### src/rtl/multiplier_core_pkg.sv
// Shared math-box constants for the sequential shift-add multiplier.
package multiplier_core_pkg;

    // Number of shift-add steps, one per multiplier bit
    localparam int MULT_STEPS = 16;

    // Counter terminal value: start at 1, steps on even counts 2..32, done at 33
    localparam int MULT_TIMING = 33;

    // Sequencing counter width and the counter values the core compares against
    localparam int CNT_W = 6;
    localparam logic [CNT_W-1:0] CNT_DONE  = CNT_W'(MULT_TIMING);
    localparam logic [CNT_W-1:0] CNT_LAST  = CNT_W'(MULT_TIMING - 1);
    localparam logic [CNT_W-1:0] CNT_START = CNT_W'(1);

    // Control register bit selecting accumulate mode
    localparam int CTRL_ACC = 0;

endpackage

### src/rtl/multiplier_core_step.sv
// One combinational shift-add step of the 16x16 unsigned multiplier.
// P holds the partial product in its upper half and the remaining
// multiplier bits in its lower half; each step consumes P[0].
module mult_step
    import multiplier_core_pkg::*;
(
    input  logic [31:0] p,
    input  logic [15:0] mcand,
    output logic [31:0] p_next
);

    logic [16:0] sum;

    // Add the multiplicand into the upper half when the current bit is set, then shift right
    always_comb begin
        sum = {1'b0, p[31:16]} + {1'b0, mcand};
        if (p[0]) begin
            p_next = {sum, p[15:1]};
        end else begin
            p_next = {1'b0, p[31:1]};
        end
    end

endmodule

### src/rtl/multiplier_core.sv
// Star Wars math box multiplier: byte-loaded operands, 16-step shift-add
// sequence started by the falling edge of the multiplier-low write, with
// an optional 32-bit wrapping accumulator. The multiplier low byte has no
// separate holding register: it is taken straight from the bus into the
// working product register, which is the only place it is ever used.
module multiplier_core
    import multiplier_core_pkg::*;
(
    input  logic       clk_6,
    input  logic       reset_n,
    input  logic       MCDH_WR,
    input  logic       MCDL_WR,
    input  logic       MPRH_WR,
    input  logic       MPRL_WR,
    input  logic       CTRL_WR,
    input  logic       ACC_CLR_WR,
    input  logic [7:0] cpu_data_in,
    output logic [7:0] P3_DATA_OUT,
    output logic [7:0] P2_DATA_OUT,
    output logic [7:0] P1_DATA_OUT,
    output logic [7:0] P0_DATA_OUT,
    output logic       BUSY
);

    logic [7:0]       mcdh;
    logic [7:0]       mcdl;
    logic [7:0]       mprh;
    logic             ctrl_acc;
    logic             mprl_wr_q;
    logic [15:0]      mcand;
    logic [31:0]      p;
    logic [31:0]      p_next;
    logic [31:0]      acc;
    logic [31:0]      acc_sum;
    logic [31:0]      result;
    logic             acc_mode;
    logic [CNT_W-1:0] counter;
    logic             start;
    logic             running;
    logic             step_en;
    logic             done;

    mult_step u_step (
        .p      (p),
        .mcand  (mcand),
        .p_next (p_next)
    );

    // Decode start, iteration, step and completion from the strobe history and counter
    always_comb begin
        start   = !MPRL_WR && mprl_wr_q;
        running = !MPRL_WR && !start && (counter < CNT_DONE);
        step_en = running && !counter[0];
        done    = running && (counter == CNT_LAST);
        acc_sum = acc + p_next;
    end

    // CPU-visible byte registers and the strobe edge detector
    always_ff @(posedge clk_6 or negedge reset_n) begin
        if (!reset_n) begin
            mcdh      <= '0;
            mcdl      <= '0;
            mprh      <= '0;
            ctrl_acc  <= 1'b0;
            mprl_wr_q <= 1'b0;
        end else begin
            mprl_wr_q <= MPRL_WR;
            if (MCDH_WR) mcdh <= cpu_data_in;
            if (MCDL_WR) mcdl <= cpu_data_in;
            if (MPRH_WR) mprh <= cpu_data_in;
            if (CTRL_WR) ctrl_acc <= cpu_data_in[CTRL_ACC];
        end
    end

    // Sequencing counter and BUSY; a multiplier-low write parks the counter so an in-flight run aborts
    always_ff @(posedge clk_6 or negedge reset_n) begin
        if (!reset_n) begin
            counter <= CNT_DONE;
            BUSY    <= 1'b0;
        end else begin
            if (MPRL_WR) begin
                counter <= CNT_DONE;
            end else if (start) begin
                counter <= CNT_START;
                BUSY    <= 1'b1;
            end else if (running) begin
                counter <= counter + CNT_W'(1);
                if (done) BUSY <= 1'b0;
            end
        end
    end

    // Working operands: snapshot on the multiplier-low write so later byte writes cannot disturb the run
    always_ff @(posedge clk_6 or negedge reset_n) begin
        if (!reset_n) begin
            mcand    <= '0;
            p        <= '0;
            acc_mode <= 1'b0;
        end else if (MPRL_WR) begin
            mcand    <= {mcdh, mcdl};
            p        <= {16'h0000, mprh, cpu_data_in};
            acc_mode <= ctrl_acc;
        end else if (step_en) begin
            p <= p_next;
        end
    end

    // Accumulator and visible result; a clear coinciding with completion wins over the add
    always_ff @(posedge clk_6 or negedge reset_n) begin
        if (!reset_n) begin
            acc    <= '0;
            result <= '0;
        end else if (done && acc_mode) begin
            if (ACC_CLR_WR) begin
                acc    <= p_next;
                result <= p_next;
            end else begin
                acc    <= acc_sum;
                result <= acc_sum;
            end
        end else begin
            if (ACC_CLR_WR) acc <= '0;
            if (done) result <= p_next;
        end
    end

    assign P3_DATA_OUT = result[31:24];
    assign P2_DATA_OUT = result[23:16];
    assign P1_DATA_OUT = result[15:8];
    assign P0_DATA_OUT = result[7:0];

endmodule

### config.mk
export PLATFORM = sky130hd
export DESIGN_NAME = multiplier_core
export DESIGN_NICKNAME = d
export VERILOG_FILES = /design/src/rtl/multiplier_core_pkg.sv /design/src/rtl/multiplier_core_step.sv /design/src/rtl/multiplier_core.sv
export SDC_FILE = /design/constraint.sdc
export NUM_CORES = 1
export LEC_CHECK = 0
export BUFFER_PORTS_ARGS = -buffer_cell sky130_fd_sc_hd__buf_2
export CAP_MARGIN = 10
export CORE_ASPECT_RATIO = 1.5
export CORE_MARGIN = 4
export CORE_UTILIZATION = 55
export CTS_CLUSTER_SIZE = 25
export DETAILED_ROUTE_END_ITERATION = 10
export GPL_TIMING_DRIVEN = 0
export PLACE_DENSITY = 0.79
export SKIP_LAST_GASP = 1
export SLEW_MARGIN = 20
export SYNTH_ARGS = -nofsm -noshare
export SYNTH_HDL_FRONTEND = slang
export SYNTH_SLANG_ARGS = --single-unit
### constraint.sdc
create_clock -name clk_6 -period 10.6 [get_ports clk_6]
set_clock_uncertainty 0.2 [all_clocks]
set_input_delay 1.06 -clock clk_6 [delete_from_list [all_inputs] [get_ports clk_6]]
set_output_delay 1.06 -clock clk_6 [all_outputs]
set_load 0.005 [all_outputs]
Word-level counts from Yosys, hierarchy flattened
Cells that the tools add are included. Widths: inputs -> output; s select.

Add/subtract/negate cells: 3. Order comparisons: 1. Equality and inequality tests: 1. Multiplexer cells: 14. Bitwise operators: 1. Reductions and logical operators: 16.

Operators with widths (number): $mux 32 (8); $add 32x32->32 (1); $mux 6 (3); $add 16x16->17 (1); $reduce_bool 2->1 (5); $add 6x1->6 const B (1); $eq 6x6->1 const B (1); $logic_and 1x1->1 (6); $lt 6x6->1 const B (1); $logic_not 1->1 (3); $mux 1 (3); $reduce_and 3->1 (1); $reduce_bool 3->1 (1); $not 1->1 (1).

Register bits: 146. Output and inout bits: 33. Logic and storage cells: 48.

Longest topological paths before layout
Depth in word-level cells: 9. Mapped depth: 21. Depth with buffers taken out: 21.

Cells and area by module
Synthesis repeated with hierarchy kept, for this count alone.

Cells, all modules: 946. Area, all modules: 8764.7 µm².

By module, submodules not included: multiplier_core (times used 1, cells each 794, area an instance 7614.8 µm²); mult_step (times used 1, cells each 152, area an instance 1149.9 µm²).

Least setup slack after synthesis
OpenSTA, ideal clock, no wires.

Path type: register -> register. Start point: register mcand[1]. End point: register acc[31]. Setup time: 67 ps. Arrival time: 3881 ps. Slack: 6452 ps. Stages on the path, launching flop included: 21. Cell sequence: dfrtp_1 ha_1 a211oi_1 o21bai_1 a21oi_1 o21ai_1 a21oi_1 o21ai_1 a21o_1 xor2_1 mux2i_1 inv_1 ha_1 or3_1 a21oi_1 o31ai_1 a21oi_1 o21ai_1 or3_1 o211ai_1 a32o_1.

Cells in the longest elaborated chain, start to end: 5.

RTL lines: start, declared (line multiplier_core.sv:30) `logic [15:0] mcand;`; start signal, assigned (line multiplier_core.sv:100) `mcand <= {mcdh, mcdl};`; $add 16x16->17 * (line multiplier_core_step.sv:16) `sum = {1'b0, p[31:16]} + {1'b0, mcand};`; $mux 32 * (line multiplier_core_step.sv:17) `if (p[0]) begin`; $add 32x32->32 (line multiplier_core.sv:55) `acc_sum = acc + p_next;`; $mux 32 * (line multiplier_core.sv:114) `if (ACC_CLR_WR) begin`; $mux 32 * (line multiplier_core.sv:113) `end else if (done && acc_mode) begin`; end signal, assigned (line multiplier_core.sv:115) `acc <= p_next;`; end signal, assigned (line multiplier_core.sv:118) `acc <= acc_sum;`; end, declared (line multiplier_core.sv:33) `logic [31:0] acc;`.

Mark *: on every way between the ends. The rest lies on a longest branch, timed or not. A chain may end at the register's enable or synchronous reset.

Worst setup path in the final report
Start point: register mcand[1]. End point: register result[31].

Cells in the longest elaborated chain, start to end: 5. Elaborated cells on any way between the ends: 6. Classes of those cells: add/sub: 2; mux: 4.

RTL lines: $add 16x16->17 * (line multiplier_core_step.sv:16); $mux 32 * (line multiplier_core_step.sv:17); $add 32x32->32 (line multiplier_core.sv:55); $mux 32 (line multiplier_core.sv:114); $mux 32 * (line multiplier_core.sv:113); end signal, assigned (line multiplier_core.sv:116) `result <= p_next;`; end signal, assigned (line multiplier_core.sv:119) `result <= acc_sum;`; end signal, assigned (line multiplier_core.sv:123) `if (done) result <= p_next;`; end, declared (line multiplier_core.sv:35) `logic [31:0] result;`.

Mark *: on every way between the ends. The rest lies on a longest branch, timed or not. The select of a mux whose other input is x is not followed.

==> out/metrics.cfg <==
[run_status]
outcome=finished, final reports clean

[grt]
gr-total-overflow=0
antenna_found_initial=0
grt_pass1_vias=7296
grt_start_max_net_pins=80
grt_util_all_layers=0.267
grt_first_pass_wirelength_um=38300

[synthesis]
synth_area_per_cell_sq_um=9.51
synthesis.instances=917
netlist_area_sq_um=8720
synth_top_flop_cell=dfrtp_1
ff_latch_count_synth=146
synth_async_sr_flop_share=1.00
synth-edff-count=0
synth_warnings=0
synth.net_count=986
synth.lib_cells_used.distinct=62
synth.yosys.seq_area_share=0.419

[setup_path]
crit_path_end_kind=flip-flop
cp-start-kind=flip-flop
setup.worst_path.start=mcand[1]
reg2regPathDepth=21
critPathCapture=result[31]
worstReg2RegEnd=result[31]
timing.rr.start=mcand[1]
worst-r2r-setup-slack_ns=5.73
critical_path_required_ns=10.69
crit_arrival_ns=4.96
path_class=flip-flop to flip-flop
worstPathMaxFanout=4

[final_layout]
syn2layout_area_growth_pct=12.7
drive_above_1_share=0.148
antennaDiodeCount=0
final-instance-count-excl-fill=1197
final_util=0.629
nets=1051

[die]
total_die_area_sq_um=18000
design.portCount=49
floorplan.initialDensity=0.558
fp-row-count=56
floorplan_core_area_sq_um=15600
chipHeight_um=162
chipWidth_um=111

[routing]
dr.pass1.iters=7
wire_per_inst_um=19.7
drc_errors=0
final_antenna_net_count=0
via_count=7286
avgViaCountPerCell=6.09
routed_wl_um=23500
drt_iter0_markers=470

[clocking]
clock_insertion_delay_worst_skew_ns=0.42
clock_path_buffers=2
cts_setup_buffers=0
clock_tree.htree_level_count=4
hold_buffers=0
clk_transition_reported_paths_ns=0.07
clock-root-buffer=clkbuf_16
cts-buffers-inserted=17
number_of_sinks_driven_by_the_clock_tree=146
cts_tree=done
ctsResizeCount=0

[power]
p_leak_nw=4.73
vdd_ir_drop_max_v=0.0000910
power-per-cell-area_nw_per_um2=151

[sta]
final.setup.tns_ns=0
tightestPinTransition_ns=0.954
worst_slew_margin_rel=0.359
shortest_clock_period_the_worst_path_allows_after_layout_ns=4.87
timing_max_transition_violations_final=0
whs_ns=0.276
final-hold-violation-count=0
setup_viol=0
rsz0062_at_grt=false
min_period_over_period=0.459
max_freq_ghz=0.205

[placed_design]
routabilityCongestion=0.967
dp.final_hpwl_um=17000
post-place-cells=1166
io_buffer_count=45

[hold_path]
hold_path.class=flip-flop to flip-flop
timing.hold.worst.start=result[4]

[job]
maxCapViolCount=0

layer usage:
layer  global-route usage  routed length (um)
met5                    0                   0
met4                0.128                1040
met3               0.0388                1370
met2                0.469               12000
met1                0.321                9170
layout make-up:
cell class	instances	area, sq um
Clock inverter	13	160
Multi-Input combinational cell	704	4810
Fill cell	1304	5800
Tap cell	203	254
Inverter	19	71.3
Sequential cell	146	3660
Timing Repair Buffer	46	263
Clock buffer	18	429
Buffer	48	184
worst min path at each step:
stage                 to  slack (ns)  cells past startpoint
5_1_grt           acc[9]        0.31                      1
3_5_place_dp   result[4]        0.27                      2
6_report       result[4]        0.28                      2
2_1_floorplan      p[11]        0.25                      2
3_3_place_gp   result[4]        0.26                      2
4_1_cts        result[4]        0.28                      2
worst max-delay path, stage by stage (launching register included):
cell and delay, ns:
dfrtp_1 0.42, ha_1 0.32, a211oi_1 0.28, o21bai_1 0.12, a21oi_1 0.29, o21ai_1 0.17
a21oi_1 0.24, o21ai_1 0.10, a21o_1 0.19, xor2_1 0.14, mux2i_1 0.36, inv_1 0.10
ha_1 0.39, o21a_1 0.17, nor2_1 0.04, o31ai_1 0.29, a21oi_1 0.07, o21ai_1 0.25
xor2_1 0.19, nand2_1 0.08, xnor2_1 0.24, o21ai_1 0.09
cell usage in the layout (no fill, tap or decap), types with 17 or more instances in the layout:
cell and instances:
mux2i_1 34, a21o_1 27, ha_1 51, xor2_1 19
mux2_2 50, o21ai_0 46, buf_2 47, clkbuf_16 17
nand2_1 125, clkbuf_1 40, inv_1 18, nor2_1 63
dfrtp_1 144, nand3_1 18, xnor2_1 27, o21ai_1 25
a21oi_1 69, a31oi_1 17
cell usage after synthesis (4+ instances only):
| cell type | count | area [sq um] |
|---|---|---|
| o22ai_1 | 5 | 31.3 |
| a211oi_1 | 9 | 67.6 |
| clkbuf_1 | 39 | 146 |
| and3_1 | 10 | 62.6 |
| nand3_1 | 18 | 90.1 |
| a21oi_1 | 69 | 345 |
| xnor2_1 | 27 | 236 |
| nor3_1 | 6 | 30.0 |
| or3_1 | 6 | 37.5 |
| and2_1 | 4 | 25.0 |
| mux2i_1 | 34 | 340 |
| a21o_1 | 27 | 203 |
| dfrtp_1 | 144 | 3600 |
| nor2_1 | 63 | 236 |
| inv_1 | 18 | 67.6 |
| nand3b_1 | 15 | 113 |
| o21ai_1 | 25 | 125 |
| ha_1 | 51 | 638 |
| a211o_1 | 5 | 43.8 |
| xor2_1 | 19 | 166 |
| o21a_1 | 6 | 45.0 |
| nand4_1 | 6 | 37.5 |
| a31oi_1 | 17 | 106 |
| mux2_2 | 50 | 563 |
| o211ai_1 | 6 | 45.0 |
| buf_1 | 6 | 22.5 |
| nand2_1 | 125 | 469 |
| o21ai_0 | 46 | 230 |
| o21bai_1 | 13 | 97.6 |
power breakdown:
part,switching [mW],leakage [nW],total (mW),internal [mW]
Sequential,0.0330,1.87,0.631,0.598
Combinational,0.143,2.57,0.237,0.0941
Clock,0.245,0.286,0.614,0.369
stage by stage:
| stage | setup WS [ns] | power [mW] | cell area (sq um) |
|---|---|---|---|
| 6_report | 5.73 | 1.48 | 9830 |
| 5_1_grt | 5.35 | 1.54 | 9830 |
| 4_1_cts | 5.78 | 1.49 | 9830 |
| 3_5_place_dp | 5.75 | 0.873 | 9240 |
| 3_3_place_gp | 5.83 | 0.864 | 9200 |
| 2_1_floorplan | 6.45 | 0.788 | 8720 |
registers in the layout, indices dropped and copies added (netlist names):
name       cells
BUSY           1
mcdh           8
mcdl           8
ctrl_acc       1
mprh           8
mprl_wr_q      1
result        32
counter        6
mcand         16
acc_mode       1
p             32
acc           32
cell families (layout without fill, tap and decap cells):
kind of cell,Yosys count,after routing,synth area share
AOI/OAI and AO/OA,256,256,0.188
xor gates and xnor gates,46,46,0.0462
adders and majority gates,53,53,0.0778
buffers and inverters,67,144,0.0293
DFF,146,146,0.419
muxes,84,84,0.104
and+or+nand+nor,265,265,0.136
No activity file was read; power rests on OpenSTA's default activity.
